<file path="config.mk">
export PLATFORM = sky130hd
export DESIGN_NAME = mem_stage_unit_flat
export DESIGN_NICKNAME = d
export VERILOG_FILES = /design/src/rtl/mem_stage_unit_if.sv /design/src/rtl/mem_stage_unit.sv /design/src/flat_wrapper.sv
export SDC_FILE = /design/constraint.sdc
export NUM_CORES = 1
export LEC_CHECK = 0
export ABC_AREA = 1
export CAP_MARGIN = 20
export CORE_ASPECT_RATIO = 1.2
export CORE_MARGIN = 8
export CORE_UTILIZATION = 45
export CTS_CLUSTER_DIAMETER = 120
export DETAILED_ROUTE_END_ITERATION = 12
export DONT_BUFFER_PORTS = 1
export GPL_TIMING_DRIVEN = 0
export HOLD_SLACK_MARGIN = 0.03
export PLACE_DENSITY = 0.71
export SYNTH_ARGS = -nofsm -noshare
export SYNTH_HDL_FRONTEND = slang
export SYNTH_SLANG_ARGS = --single-unit
</file>
<file path="constraint.sdc">
create_clock -name clk -period 2.39 [get_ports clk]
set_clock_uncertainty 0.1 [all_clocks]
set_input_delay 0.239 -clock clk [delete_from_list [all_inputs] [get_ports clk]]
set_output_delay 0.239 -clock clk [all_outputs]
set_load 0.02 [all_outputs]
</file>
<file path="src/rtl/mem_stage_unit_if.sv">
// Data-memory request/acknowledge bus between the MEM stage (master) and memory (slave).
interface mem_stage_unit_if;
    logic        dm_req;
    logic        dm_we;
    logic [31:0] dm_addr;
    logic [31:0] dm_wdata;
    logic [3:0]  dm_be;
    logic        dm_ack;
    logic [31:0] dm_rdata;

    modport master (
        output dm_req, dm_we, dm_addr, dm_wdata, dm_be,
        input  dm_ack, dm_rdata
    );

    modport slave (
        input  dm_req, dm_we, dm_addr, dm_wdata, dm_be,
        output dm_ack, dm_rdata
    );
endinterface

</file>
<file path="src/rtl/mem_stage_unit.sv">
// MEM pipeline stage: issues load/store transactions on a variable-latency data memory,
// stalls upstream while one is outstanding, and registers the MEM/WB outputs.
module mem_stage_unit #(
    parameter int unsigned TIMEOUT_CYCLES = 255
) (
    input  logic             clk,
    input  logic             rst_n,
    input  logic             em_valid,
    input  logic             em_mem_read,
    input  logic             em_mem_write,
    input  logic [31:0]      em_alu_result,
    input  logic [31:0]      em_store_data,
    input  logic [2:0]       em_funct3,
    input  logic [4:0]       em_rd,
    input  logic             em_reg_write,
    input  logic             em_memtoreg,
    input  logic             em_jump,
    input  logic             em_pcr,
    input  logic             em_branch,
    input  logic             em_zero,
    input  logic [8:0]       em_pc_next,
    input  logic [31:0]      em_new_add,
    output logic             stall,
    mem_stage_unit_if.master dm,
    output logic             wb_valid,
    output logic [31:0]      wb_read_data,
    output logic [31:0]      wb_alu_result,
    output logic [31:0]      wb_new_add,
    output logic [4:0]       wb_rd,
    output logic [8:0]       wb_pc_next,
    output logic             wb_reg_write,
    output logic             wb_memtoreg,
    output logic             wb_jump,
    output logic             wb_pcr,
    output logic             wb_branch,
    output logic             wb_bresult,
    output logic             align_err,
    output logic             timeout_err
);

    typedef enum logic {IDLE, BUSY} state_t;
    state_t state, next_state;

    logic        mem_op, legal, issue, reject, at_limit;
    logic        retire_pass, retire_mem;
    logic [3:0]  be_d;
    logic [31:0] wdata_d;
    logic [31:0] busy_cnt;
    logic [1:0]  cap_off;
    logic [2:0]  cap_funct3;
    logic [31:0] load_data;
    logic [7:0]  lane_b;
    logic [15:0] lane_h;

    always_comb begin
        legal = 1'b0;
        case (em_funct3)
            3'b000, 3'b100: legal = 1'b1;
            3'b001, 3'b101: legal = ~em_alu_result[0];
            3'b010:         legal = (em_alu_result[1:0] == 2'b00);
            default:        legal = 1'b0;
        endcase
    end

    assign mem_op   = em_valid & (em_mem_read | em_mem_write);
    assign issue    = mem_op & legal;
    assign reject   = mem_op & ~legal;
    assign at_limit = (TIMEOUT_CYCLES != 0) && (busy_cnt == TIMEOUT_CYCLES - 1);

    // An ack arriving in the limit cycle takes priority over the abort.
    always_comb begin
        next_state  = state;
        stall       = 1'b0;
        retire_pass = 1'b0;
        retire_mem  = 1'b0;
        case (state)
            IDLE: begin
                retire_pass = ~issue;
                if (issue) begin
                    stall      = 1'b1;
                    next_state = BUSY;
                end
            end
            BUSY: begin
                if (dm.dm_ack || at_limit) begin
                    retire_mem = 1'b1;
                    next_state = IDLE;
                end else begin
                    stall = 1'b1;
                end
            end
            default: next_state = IDLE;
        endcase
        if (!rst_n) stall = 1'b0;
    end

    always_comb begin
        be_d    = 4'b1111;
        wdata_d = em_store_data;
        case (em_funct3[1:0])
            2'b00: begin
                be_d    = 4'b0001 << em_alu_result[1:0];
                wdata_d = {4{em_store_data[7:0]}};
            end
            2'b01: begin
                be_d    = em_alu_result[1] ? 4'b1100 : 4'b0011;
                wdata_d = {2{em_store_data[15:0]}};
            end
            default: begin
                be_d    = 4'b1111;
                wdata_d = em_store_data;
            end
        endcase
    end

    always_comb begin
        lane_b    = dm.dm_rdata[{cap_off, 3'b000} +: 8];
        lane_h    = cap_off[1] ? dm.dm_rdata[31:16] : dm.dm_rdata[15:0];
        load_data = dm.dm_rdata;
        case (cap_funct3)
            3'b000:  load_data = {{24{lane_b[7]}}, lane_b};
            3'b100:  load_data = {24'd0, lane_b};
            3'b001:  load_data = {{16{lane_h[15]}}, lane_h};
            3'b101:  load_data = {16'd0, lane_h};
            default: load_data = dm.dm_rdata;
        endcase
    end

    assign dm.dm_req = (state == BUSY);

    always_ff @(posedge clk or negedge rst_n) begin
        if (!rst_n) state <= IDLE;
        else        state <= next_state;
    end

    // Request fields are latched once at issue so they stay stable for the whole access.
    always_ff @(posedge clk or negedge rst_n) begin
        if (!rst_n) begin
            dm.dm_we    <= 1'b0;
            dm.dm_addr  <= 32'd0;
            dm.dm_wdata <= 32'd0;
            dm.dm_be    <= 4'd0;
            cap_off     <= 2'd0;
            cap_funct3  <= 3'd0;
        end else if (state == IDLE && issue) begin
            dm.dm_we    <= em_mem_write;
            dm.dm_addr  <= {em_alu_result[31:2], 2'b00};
            dm.dm_wdata <= em_mem_write ? wdata_d : 32'd0;
            dm.dm_be    <= em_mem_write ? be_d : 4'b0000;
            cap_off     <= em_alu_result[1:0];
            cap_funct3  <= em_funct3;
        end
    end

    always_ff @(posedge clk or negedge rst_n) begin
        if (!rst_n)                        busy_cnt <= 32'd0;
        else if (state == IDLE)            busy_cnt <= 32'd0;
        else if (!dm.dm_ack && !at_limit)  busy_cnt <= busy_cnt + 32'd1;
    end

    always_ff @(posedge clk or negedge rst_n) begin
        if (!rst_n) begin
            wb_valid     <= 1'b0;
            wb_reg_write <= 1'b0;
            wb_read_data <= 32'd0;
            align_err    <= 1'b0;
            timeout_err  <= 1'b0;
        end else begin
            wb_valid     <= retire_mem | (retire_pass & em_valid);
            wb_reg_write <= retire_mem ? (dm.dm_ack & em_reg_write)
                                       : (retire_pass & em_valid & em_reg_write & ~reject);
            wb_read_data <= (retire_mem && dm.dm_ack && !dm.dm_we) ? load_data : 32'd0;
            align_err    <= retire_pass & reject;
            timeout_err  <= retire_mem & ~dm.dm_ack;
        end
    end

    always_ff @(posedge clk or negedge rst_n) begin
        if (!rst_n) begin
            wb_rd         <= 5'd0;
            wb_alu_result <= 32'd0;
            wb_new_add    <= 32'd0;
            wb_pc_next    <= 9'd0;
            wb_memtoreg   <= 1'b0;
            wb_jump       <= 1'b0;
            wb_pcr        <= 1'b0;
            wb_branch     <= 1'b0;
            wb_bresult    <= 1'b0;
        end else if (retire_pass || retire_mem) begin
            wb_rd         <= em_rd;
            wb_alu_result <= em_alu_result;
            wb_new_add    <= em_new_add;
            wb_pc_next    <= em_pc_next;
            wb_memtoreg   <= em_memtoreg;
            wb_jump       <= em_jump;
            wb_pcr        <= em_pcr;
            wb_branch     <= em_branch;
            wb_bresult    <= em_branch & em_zero;
        end
    end

endmodule

</file>
<file path="src/flat_wrapper.sv">
// flat-port wrapper written by rule: the top's interface ports become plain ports
module mem_stage_unit_flat 
#(
    parameter int unsigned TIMEOUT_CYCLES = 255
)
  (clk, rst_n, em_valid, em_mem_read, em_mem_write, em_alu_result, em_store_data, em_funct3, em_rd, em_reg_write, em_memtoreg, em_jump, em_pcr, em_branch, em_zero, em_pc_next, em_new_add, stall, wb_valid, wb_read_data, wb_alu_result, wb_new_add, wb_rd, wb_pc_next, wb_reg_write, wb_memtoreg, wb_jump, wb_pcr, wb_branch, wb_bresult, align_err, timeout_err, dm_dm_req, dm_dm_we, dm_dm_addr, dm_dm_wdata, dm_dm_be, dm_dm_ack, dm_dm_rdata);
  mem_stage_unit_if dm_i ();
  input  logic clk;
  input  logic rst_n;
  input  logic em_valid;
  input  logic em_mem_read;
  input  logic em_mem_write;
  input  logic [31:0] em_alu_result;
  input  logic [31:0] em_store_data;
  input  logic [2:0] em_funct3;
  input  logic [4:0] em_rd;
  input  logic em_reg_write;
  input  logic em_memtoreg;
  input  logic em_jump;
  input  logic em_pcr;
  input  logic em_branch;
  input  logic em_zero;
  input  logic [8:0] em_pc_next;
  input  logic [31:0] em_new_add;
  output logic stall;
  output logic wb_valid;
  output logic [31:0] wb_read_data;
  output logic [31:0] wb_alu_result;
  output logic [31:0] wb_new_add;
  output logic [4:0] wb_rd;
  output logic [8:0] wb_pc_next;
  output logic wb_reg_write;
  output logic wb_memtoreg;
  output logic wb_jump;
  output logic wb_pcr;
  output logic wb_branch;
  output logic wb_bresult;
  output logic align_err;
  output logic timeout_err;
  output wire logic [$bits(dm_i.dm_req)-1:0] dm_dm_req;
  output wire logic [$bits(dm_i.dm_we)-1:0] dm_dm_we;
  output wire logic [$bits(dm_i.dm_addr)-1:0] dm_dm_addr;
  output wire logic [$bits(dm_i.dm_wdata)-1:0] dm_dm_wdata;
  output wire logic [$bits(dm_i.dm_be)-1:0] dm_dm_be;
  input wire logic [$bits(dm_i.dm_ack)-1:0] dm_dm_ack;
  input wire logic [$bits(dm_i.dm_rdata)-1:0] dm_dm_rdata;
  assign dm_dm_req = dm_i.dm_req;
  assign dm_dm_we = dm_i.dm_we;
  assign dm_dm_addr = dm_i.dm_addr;
  assign dm_dm_wdata = dm_i.dm_wdata;
  assign dm_dm_be = dm_i.dm_be;
  assign dm_i.dm_ack = dm_dm_ack;
  assign dm_i.dm_rdata = dm_dm_rdata;
  mem_stage_unit #(.TIMEOUT_CYCLES(TIMEOUT_CYCLES)) u_core (.clk(clk), .rst_n(rst_n), .em_valid(em_valid), .em_mem_read(em_mem_read), .em_mem_write(em_mem_write), .em_alu_result(em_alu_result), .em_store_data(em_store_data), .em_funct3(em_funct3), .em_rd(em_rd), .em_reg_write(em_reg_write), .em_memtoreg(em_memtoreg), .em_jump(em_jump), .em_pcr(em_pcr), .em_branch(em_branch), .em_zero(em_zero), .em_pc_next(em_pc_next), .em_new_add(em_new_add), .stall(stall), .dm(dm_i), .wb_valid(wb_valid), .wb_read_data(wb_read_data), .wb_alu_result(wb_alu_result), .wb_new_add(wb_new_add), .wb_rd(wb_rd), .wb_pc_next(wb_pc_next), .wb_reg_write(wb_reg_write), .wb_memtoreg(wb_memtoreg), .wb_jump(wb_jump), .wb_pcr(wb_pcr), .wb_branch(wb_branch), .wb_bresult(wb_bresult), .align_err(align_err), .timeout_err(timeout_err));
endmodule
</file>
==> flow_summary.yaml, run 1 <==
power:
  p_per_area_nw_per_um2: 794
  seqPwrFrac_pct: 50.3
  ir_worst_vdd_mv: 0.651
  power_mw: 10.6
  p_clk_share_pct: 35.5
  swShare_pct: 33.0
  cell_internal_pwr_mw: 7.11
  p_leak_nw: 6.62
  pwr-share-comb_pct: 14.2
  power.switching_mw: 3.49
min_path:
  hold_path_class: "input port to asynchronous set/reset pin"
synthesis:
  ys_async_sr_fraction_pct: 100
  synth_cell_types: 36
  seq_area_frac_synth_pct: 53.8
  yosysWarnings: 0
  synthTopCellsByArea: "dfrtp_1 54%, nand2_1 19%, nand3_1 5.4%, nor2_1 5.0%, o21ai_0 3.7%"
  ys_top_cells_by_count: "524 x nand2_1, 224 x dfrtp_1, 138 x nor2_1, 113 x nand3_1, 82 x inv_1"
  synth_area_per_cell_um2: 7.85
  netlist_instances: 1328
  ys.flop_type: "dfrtp_1"
  yosysMostFrequentCell: "nand2_1"
  synth_edf_count: 0
  synth_top_area_share_pct: 53.8
  synth_top_cell_by_area: "dfrtp_1"
  ys_ff_latch: 224
  netlist_area_um2: 10400
cells_and_area:
  fin_util_pct: 58.1
  area_delta_synth_final_pct: 28.1
  nFillCells: 1895
  final_cell_area_um2: 13400
  nNetsFinal: 1681
  drive_gt1_share_pct: 7.73
timing:
  layout_min_cycle_time_ps: 2300
  hold_ws_ps: -673
  final-hold-violation-count: 224
  rsz0062_at_grt: "false"
  setup_viol: 0
  period_share_pct: 96.4
  slew_headroom_pct: 52.5
  tightest_slew_ps: 704
  setup_tns_ps: 0
  final_max_slew_viol_count: 0
  setup_ws_ps: 85.1
  clock.fmax_ghz: 0.434
cts:
  cts_buffers: 23
  cts_hold_buffers: 162
  clk_latency_ps: 520
  clockBufferDepth: 3
  clock-sinks: 224
  path_clk_slew_ps: 70
  cts_tree: "built"
  h-tree-depth: 1
  cts-root-buf: "clkbuf_16"
die:
  dieHeight_um: 183
  core_region_area_um2: 23000
  ioPinCount: 347
  dieArea_um2: 28300
  die_w_um: 155
  start_util_pct: 45.4
  placement_rows: 61
job:
  drv_cap: 0
grt:
  grt_overflow_total: 0
  grt_pass1_wl_um: 58100
  grt_usage_pct: 25.8
  grt_max_degree: 226
  grt_pass1_vias: 10400
  grt_antenna_before_repair: 1
critical_path:
  path_max_fanout: 10
  critPathKind: "input port to primary output"
  startpoint: "em_funct3[0]"
  cp_data_required_time_ps: 2050
  startpoint_type: "input port"
  timing.rr.end: "u_core.wb_read_data[3]$_DFF_PN0_"
  r2r_setup_slack_ps: 130
  timing.critical_path.to: "stall"
  endpoint_kind: "primary output"
  worstRegToRegCells: 5
  arrival_ps: 1970
  rr_startpoint: "u_core.dm.dm_req$_DFF_PN0_"
placement:
  dp_hpwl_um: 25900
  gp_congestion: 0.944
  port_buffers: 0
  dp_worst_setup_slack_ps: -116
  placed_area_um2: 10800
route:
  routed_wl_um: 37400
  drc: 0
  viasPerCell: 5.45
  vias: 10100
  wire_per_inst_um: 20.1
  first_pass_iters: 5
  drtAntennaViolNets: 0
  drtIter0Drc: 637
run_status:
  violations: "negative hold slack"
  status: "finished, violations left"
[metal layers]
| layer | routed length [um] | track usage, % | vias to the layer above |
|---|---|---|---|
| met1 | 13700 | 28.9 | 4815 |
| li1 | - | - | 4607 |
| met4 | 1520 | 11.5 | 0 |
| met5 | 0 | 0 | - |
| met2 | 18500 | 44.3 | 565 |
| met3 | 3630 | 8.42 | 133 |
[sequential cells by signal, indices dropped and copies added, names as in the netlist, 2 cells and up]
| register | flops |
|---|---|
| u_core.busy_cnt | 32 |
| u_core.cap_funct3 | 3 |
| u_core.cap_off | 2 |
| u_core.dm.dm_addr | 30 |
| u_core.dm.dm_be | 4 |
| u_core.dm.dm_wdata | 32 |
| u_core.wb_alu_result | 32 |
| u_core.wb_new_add | 32 |
| u_core.wb_pc_next | 9 |
| u_core.wb_rd | 5 |
| u_core.wb_read_data | 32 |
[worst min path at each step]
stage                                             end  slack (ps)
floorplan                  u_core.align_err$_DFF_PN0_        -160
global placement       u_core.busy_cnt[2]$_DFFE_PN0P_        -140
detailed placement     u_core.busy_cnt[2]$_DFFE_PN0P_        -140
CTS                   u_core.busy_cnt[13]$_DFFE_PN0P_        -690
global route        u_core.dm.dm_wdata[2]$_DFFE_PN0P_        -700
finish                u_core.busy_cnt[13]$_DFFE_PN0P_        -670
[critical path, stage by stage]
cell           delay [ps]
dlygate4sd3_1         660
inv_2                 140
nand2_2               120
nand2_2               100
nand3_2               110
buf_6                 180
buf_6                 160
a21boi_4              230
[layout by cell type (no fill, tap or decap), types with 7 or more instances in the layout]
cell type and instances:
o221ai_1 7, dlygate4sd3_1 161, xor2_1 7, clkbuf_1 22, clkbuf_8 8, nand2_1 523
dfrtp_1 219, a21oi_1 22, nand3_1 113, inv_1 81, clkbuf_16 23, buf_4 19
nor2_1 134, nand4_1 21, o21ai_0 78, buf_2 27, o21ai_1 7
[final cells by class]
type                       count  area (um2)  area share [%]
sequential                   224        5610            42.0
multi-input combinational    954        4180            31.3
timing repair buffer         168        1670            12.5
clock buffer                  34         697            5.22
tap                          315         394            2.95
buffer                        65         367            2.75
inverter                      86         328            2.46
clock inverter                 8        97.6           0.731
antenna                        2        5.00          0.0375
[kinds of logic after synthesis]
logic type	synth area share, %
buffers and inverters	6.51
and+or+nand+nor	31.8
other	0.0360
adders and majority gates	0.240
AOI/OAI and AO/OA	7.00
xor gates and xnor gates	0.672
DFF	53.8
[stage by stage]
| stage | cells | hold WS, ps |
|---|---|---|
| floorplan | 1329 | -157 |
| global placement | 1644 | -140 |
| detailed placement | 1644 | -138 |
| CTS | 1850 | -691 |
| global route | 1855 | -703 |
| finish | 1856 | -673 |
[power groups by stage]
stage	sequential, mW	combinational (mW)	clock (mW)
global route	5.38	1.68	3.98
global placement	5.38	1.12	0
detailed placement	5.37	1.17	0
floorplan	5.17	0.897	0
CTS	5.32	1.45	3.82
finish	5.33	1.51	3.76
[timing repair]
action / 4_1_cts / 5_1_grt
setup endpoints to repair: 1 / 7
pin swaps: 1 / 4
endpoints found under the hold margin: 428 / 224
setup buffers: 2 / 4
resized for setup: 12 / 11
Note: power is estimated with default switching activity, not from simulation.
==> run 2: changes to the inputs <==
SKIP_LAST_GASP = 1   (was default)
SLEW_MARGIN = 20   (was default)
clock period = 2.5 ns   (was 2.39 ns; I/O delays follow)
==> run 2 against run 1 <==
Net effect: the run still ends with negative hold slack left; final cell count decreased by 0.32%; register-to-register slack improved by 100 ps; largest power group unchanged; first-iteration DRC count increased by 3.9%; setup slack improved by 14 ps; combinational power decreased by 6%; total power decreased by 4.6%; via count decreased by 0.30%; highest routed layer unchanged.
==> flow_summary.yaml, run 2 (synthesized netlist as in run 1, its figures left out) <==
critical_path:
  worstPathCellList: "dlygate4sd3_1 -> o31ai_4 -> nand3_2 -> buf_6 -> buf_6 -> a21boi_4"
  worstRegToRegCells: 12
  endpoint_kind: "primary output"
  cp_data_required_time_ps: 2150
  cp_slowest_cell: "dlygate4sd3_1"
  critPathKind: "input port to primary output"
  cpPeakStageDelay_ps: 700
  crit_path_frequent_cell: "buf_6"
  startpoint_type: "input port"
  path_max_fanout: 10
  arrival_ps: 2050
route:
  wire_per_inst_um: 20.2
  drtIter0Drc: 662
  first_pass_iters: 7
  vias: 10100
  drc: 0
  viasPerCell: 5.45
  routed_wl_um: 37300
  drtAntennaViolNets: 0
cts:
  clk_latency_ps: 520
  cts_buffers: 23
  path_clk_slew_ps: 70
  cts_hold_buffers: 159
  clock-sinks: 224
  h-tree-depth: 1
  cts-root-buf: "clkbuf_16"
  clockBufferDepth: 3
  cts_tree: "built"
grt:
  grt_overflow_total: 0
  grt_pass1_wl_um: 58000
  grt_pass1_vias: 10300
  grt_usage_pct: 25.8
  grt_max_degree: 226
  grt_antenna_before_repair: 1
timing:
  final_max_slew_viol_count: 0
  clock.fmax_ghz: 0.416
  period_share_pct: 96.1
  hold_ws_ps: -667
  final-hold-violation-count: 224
  tightest_slew_ps: 713
  layout_min_cycle_time_ps: 2400
  setup_viol: 0
  slew_headroom_pct: 52.0
  rsz0062_at_grt: "false"
  setup_tns_ps: 0
cells_and_area:
  multi_input_area_um2: 4170
  fin_util_pct: 57.8
  final_common_cell: "nand2_1"
  nNetsFinal: 1675
  nFillCells: 1908
  final_cell_area_um2: 13300
  area_delta_synth_final_pct: 27.4
  drive_gt1_share_pct: 7.11
  seq_area_um2: 5610
  final_cell_mix: "524 x nand2_1, 222 x dfrtp_1, 159 x dlygate4sd3_1"
power:
  p_per_area_nw_per_um2: 762
  ir_worst_vdd_mv: 0.619
  power.switching_mw: 3.34
  cell_internal_pwr_mw: 6.78
  seqPwrFrac_pct: 50.4
  p_leak_nw: 6.58
  p_clk_share_pct: 35.6
  pwr-share-comb_pct: 14.1
  swShare_pct: 33.0
placement:
  port_buffers: 0
  gp_congestion: 0.944
  dp_hpwl_um: 25900
  placed_area_um2: 10800
die:
  dieHeight_um: 183
  start_util_pct: 45.4
  core_region_area_um2: 23000
  die_w_um: 155
  dieArea_um2: 28300
  ioPinCount: 347
  placement_rows: 61
job:
  drv_cap: 0
run_status:
  status: "finished, violations left"
  violations: "negative hold slack"
min_path:
  hold_path_class: "input port to asynchronous set/reset pin"
## run 2: what timing repair did
action | in CTS | in global routing
setup buffers | 1 | 2
endpoints found under the hold margin | 425 | 224
setup endpoints to repair | 1 | 7
pin swaps | 1 | 3
gates resized for setup | 10 | 4
## run 2: path summary, 6_finish.rpt
check                                                      from                           endpoint  slack [ps]
worst min-delay path                                      rst_n    u_core.busy_cnt[13]$_DFFE_PN0P_        -670
worst min register to register  u_core.busy_cnt[31]$_DFFE_PN0P_    u_core.busy_cnt[31]$_DFFE_PN0P_         450
worst max-delay path                           em_alu_result[1]                              stall         100
worst max register to register   u_core.busy_cnt[0]$_DFFE_PN0P_  u_core.wb_new_add[19]$_DFFE_PN0P_         230
min in group clk                                dm_dm_rdata[31]  u_core.wb_read_data[15]$_DFF_PN0_          50
max in group asynchronous                                 rst_n        u_core.wb_rd[3]$_DFFE_PN0P_        2710
## run 2: area by class of cell
| type | count | share of cell area (%) |
|---|---|---|
| inverter | 86 | 2.47 |
| buffer | 65 | 2.75 |
| sequential | 224 | 42.2 |
| multi-input combinational | 954 | 31.4 |
| antenna | 2 | 0.0377 |
| tap | 315 | 2.97 |
| clock inverter | 8 | 0.735 |
| timing repair buffer | 162 | 12.2 |
| clock buffer | 34 | 5.25 |
## run 2: worst max-delay path, delay by kind of cell
kind | cells | cell delay, ps
buf+inv | 3 | 1040
compound gates | 2 | 600
simple gates | 1 | 140
## run 2: metal layers
metal  GRT usage, %  vias up  routed length (um)  part of all wire, %
li1               -     4598                   -                    -
met1           28.7     4760               13600                   36
met2           44.4      595               18400                   49
met3           8.45      137                3720                   10
met4           11.4        0                1580                  4.2
met5              0        -                   0                    0
## run 2: power by group through the flow
stage / Combinational (mW) / Clock, mW / Sequential (mW)
2_1_floorplan: 0.858 / 0 / 4.94
3_5_place_dp: 1.12 / 0 / 5.14
3_3_place_gp: 1.07 / 0 / 5.15
6_report: 1.42 / 3.60 / 5.09
4_1_cts: 1.37 / 3.66 / 5.09
5_1_grt: 1.59 / 3.80 / 5.14
## run 2: through the flow
step	power [mW]	hold slack, ps	worst slack, ps	cells
floorplan	5.80	-146	424	1329
global placement	6.22	-129	16.6	1644
detailed placement	6.25	-127	-17.0	1644
CTS	10.1	-680	23.7	1846
global route	10.5	-692	0.737	1849
finish	10.1	-667	98.7	1850
==> run 3: changes to the inputs <==
CORE_MARGIN = 2   (was 8)
==> run 3 against run 2 <==
Net effect: the run still ends with negative hold slack left; sequential power is essentially flat; worst hold slack got worse by 5.1 ps; clock power barely moved; total power decreased by 0.23%; register-to-register slack got worse by 40 ps; sequential cell count unchanged; critical path depth is the same; largest cell class unchanged.
==> flow_summary.yaml, run 3 (synthesized netlist as in run 1, its figures left out) <==
die:
  placement_rows: 61
  start_util_pct: 45.4
  core_region_area_um2: 23000
  dieHeight_um: 171
  ioPinCount: 347
  die_w_um: 143
  dieArea_um2: 24400
grt:
  grt_antenna_before_repair: 0
  grt_pass1_wl_um: 54000
  grt_overflow_total: 0
  grt_usage_pct: 28.1
  grt_pass1_vias: 10000
  grt_max_degree: 226
critical_path:
  crit_buf_inv: 3
  critPathKind: "input port to primary output"
  cp_slowest_cell: "dlygate4sd3_1"
  r2r_setup_slack_ps: 190
  startpoint_type: "input port"
  path_depth: 6
  rr_startpoint: "u_core.busy_cnt[0]$_DFFE_PN0P_"
  cp_data_required_time_ps: 2150
  crit_family: "buffers and inverters"
  crit_path_frequent_cell: "buf_6"
  worstPathCellList: "dlygate4sd3_1 -> o31ai_4 -> nand3_2 -> buf_6 -> buf_6 -> a21boi_4"
  timing.rr.end: "u_core.wb_new_add[21]$_DFFE_PN0P_"
  endpoint_kind: "primary output"
  path_max_fanout: 10
  cpPeakStageDelay_ps: 700
  worstRegToRegCells: 12
  arrival_ps: 2050
route:
  drtAntennaViolNets: 0
  drc: 0
  vias: 9972
  wire_per_inst_um: 18.9
  viasPerCell: 5.40
  routed_wl_um: 34800
  drtIter0Drc: 669
  first_pass_iters: 5
job:
  drv_cap: 0
timing:
  hold_ws_ps: -672
  layout_min_cycle_time_ps: 2400
  tightest_slew_ps: 718
  setup_viol: 0
  rsz0062_at_grt: "true"
  final-hold-violation-count: 224
  final_max_slew_viol_count: 0
  clock.fmax_ghz: 0.417
  period_share_pct: 95.9
  slew_headroom_pct: 51.6
  setup_ws_ps: 103
cells_and_area:
  area_delta_synth_final_pct: 27.1
  final_common_cell: "nand2_1"
  nFillCells: 1957
  final_cell_mix: "524 x nand2_1, 223 x dfrtp_1, 157 x dlygate4sd3_1"
  nNetsFinal: 1674
  drive_gt1_share_pct: 7.18
  n_antenna_cell: 0
run_status:
  violations: "negative hold slack"
  status: "finished, violations left"
cts:
  cts-root-buf: "clkbuf_16"
  cts_hold_buffers: 157
  cts_tree: "built"
  clk_latency_ps: 520
  path_clk_slew_ps: 70
  cts_buffers: 23
  h-tree-depth: 1
  clock-sinks: 224
  clockBufferDepth: 3
power:
  p_per_area_nw_per_um2: 762
  ir_worst_vdd_mv: 0.534
  p_leak_nw: 6.56
placement:
  port_buffers: 0
  dp_worst_setup_slack_ps: -141
  dp_hpwl_um: 24000
  gp_congestion: 0.927
min_path:
  hold_path_class: "input port to asynchronous set/reset pin"
run 3: changes by cell type in the layout (fill, tap and decap cells not counted), sizes merged:
cell / delta
bufinv: +1
inv: +1
clkinvlp: +3
buf: +1
dlygate4sd3: -2
clkbuf: -8
clkinv: +2
diode: -2
run 3: stage by stage:
stage	instance area, um2	power [mW]	utilization (%)	cells	setup TNS (ps)
final	13200	10.1	57.6	1846	0
after global routing	13200	10.5	57.6	1846	-22.7
after CTS	13200	10.1	57.6	1844	0
after detailed placement	10800	6.22	47.1	1644	-141
after global placement	10800	6.19	47.1	1644	-165
after floorplan	10400	5.80	-	1329	0
run 3: how the worst max path moves through the flow:
| stage | start | to | slack (ps) |
|---|---|---|---|
| after floorplan | u_core.busy_cnt[0]$_DFFE_PN0P_ | stall | 420 |
| after global placement | u_core.busy_cnt[0]$_DFFE_PN0P_ | stall | -170 |
| after detailed placement | u_core.busy_cnt[0]$_DFFE_PN0P_ | stall | -140 |
| after CTS | u_core.busy_cnt[0]$_DFFE_PN0P_ | stall | 30 |
| after global routing | u_core.busy_cnt[0]$_DFFE_PN0P_ | stall | -20 |
| final | em_alu_result[1] | stall | 100 |
run 3: worst reg2reg max path, delay by kind of cell, from the launching register on:
family / cells / cell delay, ps
adders and majority gates: 1 / 180
buffers and inverters: 3 / 640
DFF: 1 / 400
and+or+nand+nor: 8 / 940
run 3: area by class of cell:
cell class	instances	area (um2)	share of cell area (%)
timing repair buffer	161	1600	12.1
inverter	86	325	2.46
multi-input combinational	954	4170	31.5
sequential	224	5610	42.3
clock buffer	26	617	4.66
tap	315	394	2.98
clock inverter	15	173	1.30
buffer	65	360	2.72
run 3: layer usage:
layer,track usage (%),wire length [um],vias up,part of all wire [%]
met5,0,0,-,0
met4,10.9,1430,0,4.1
met3,7.61,3010,132,8.6
met2,48.7,17300,566,50
met1,33.1,13100,4693,38
li1,-,-,4581,-
run 3: report_power, final:
| part | leakage (nW) | internal (mW) | switching (mW) |
|---|---|---|---|
| registers | 2.86 | 4.08 | 0.982 |
| logic | 3.31 | 0.554 | 0.856 |
| clock network | 0.385 | 2.10 | 1.52 |
run 3: timing repair:
item                                    in CTS  in global routing
pin swaps                                    1                  1
endpoints found under the setup margin       1                  3
setup buffers                                2                  2
gates resized for setup                      7                  3
endpoints found under the hold margin      423                224
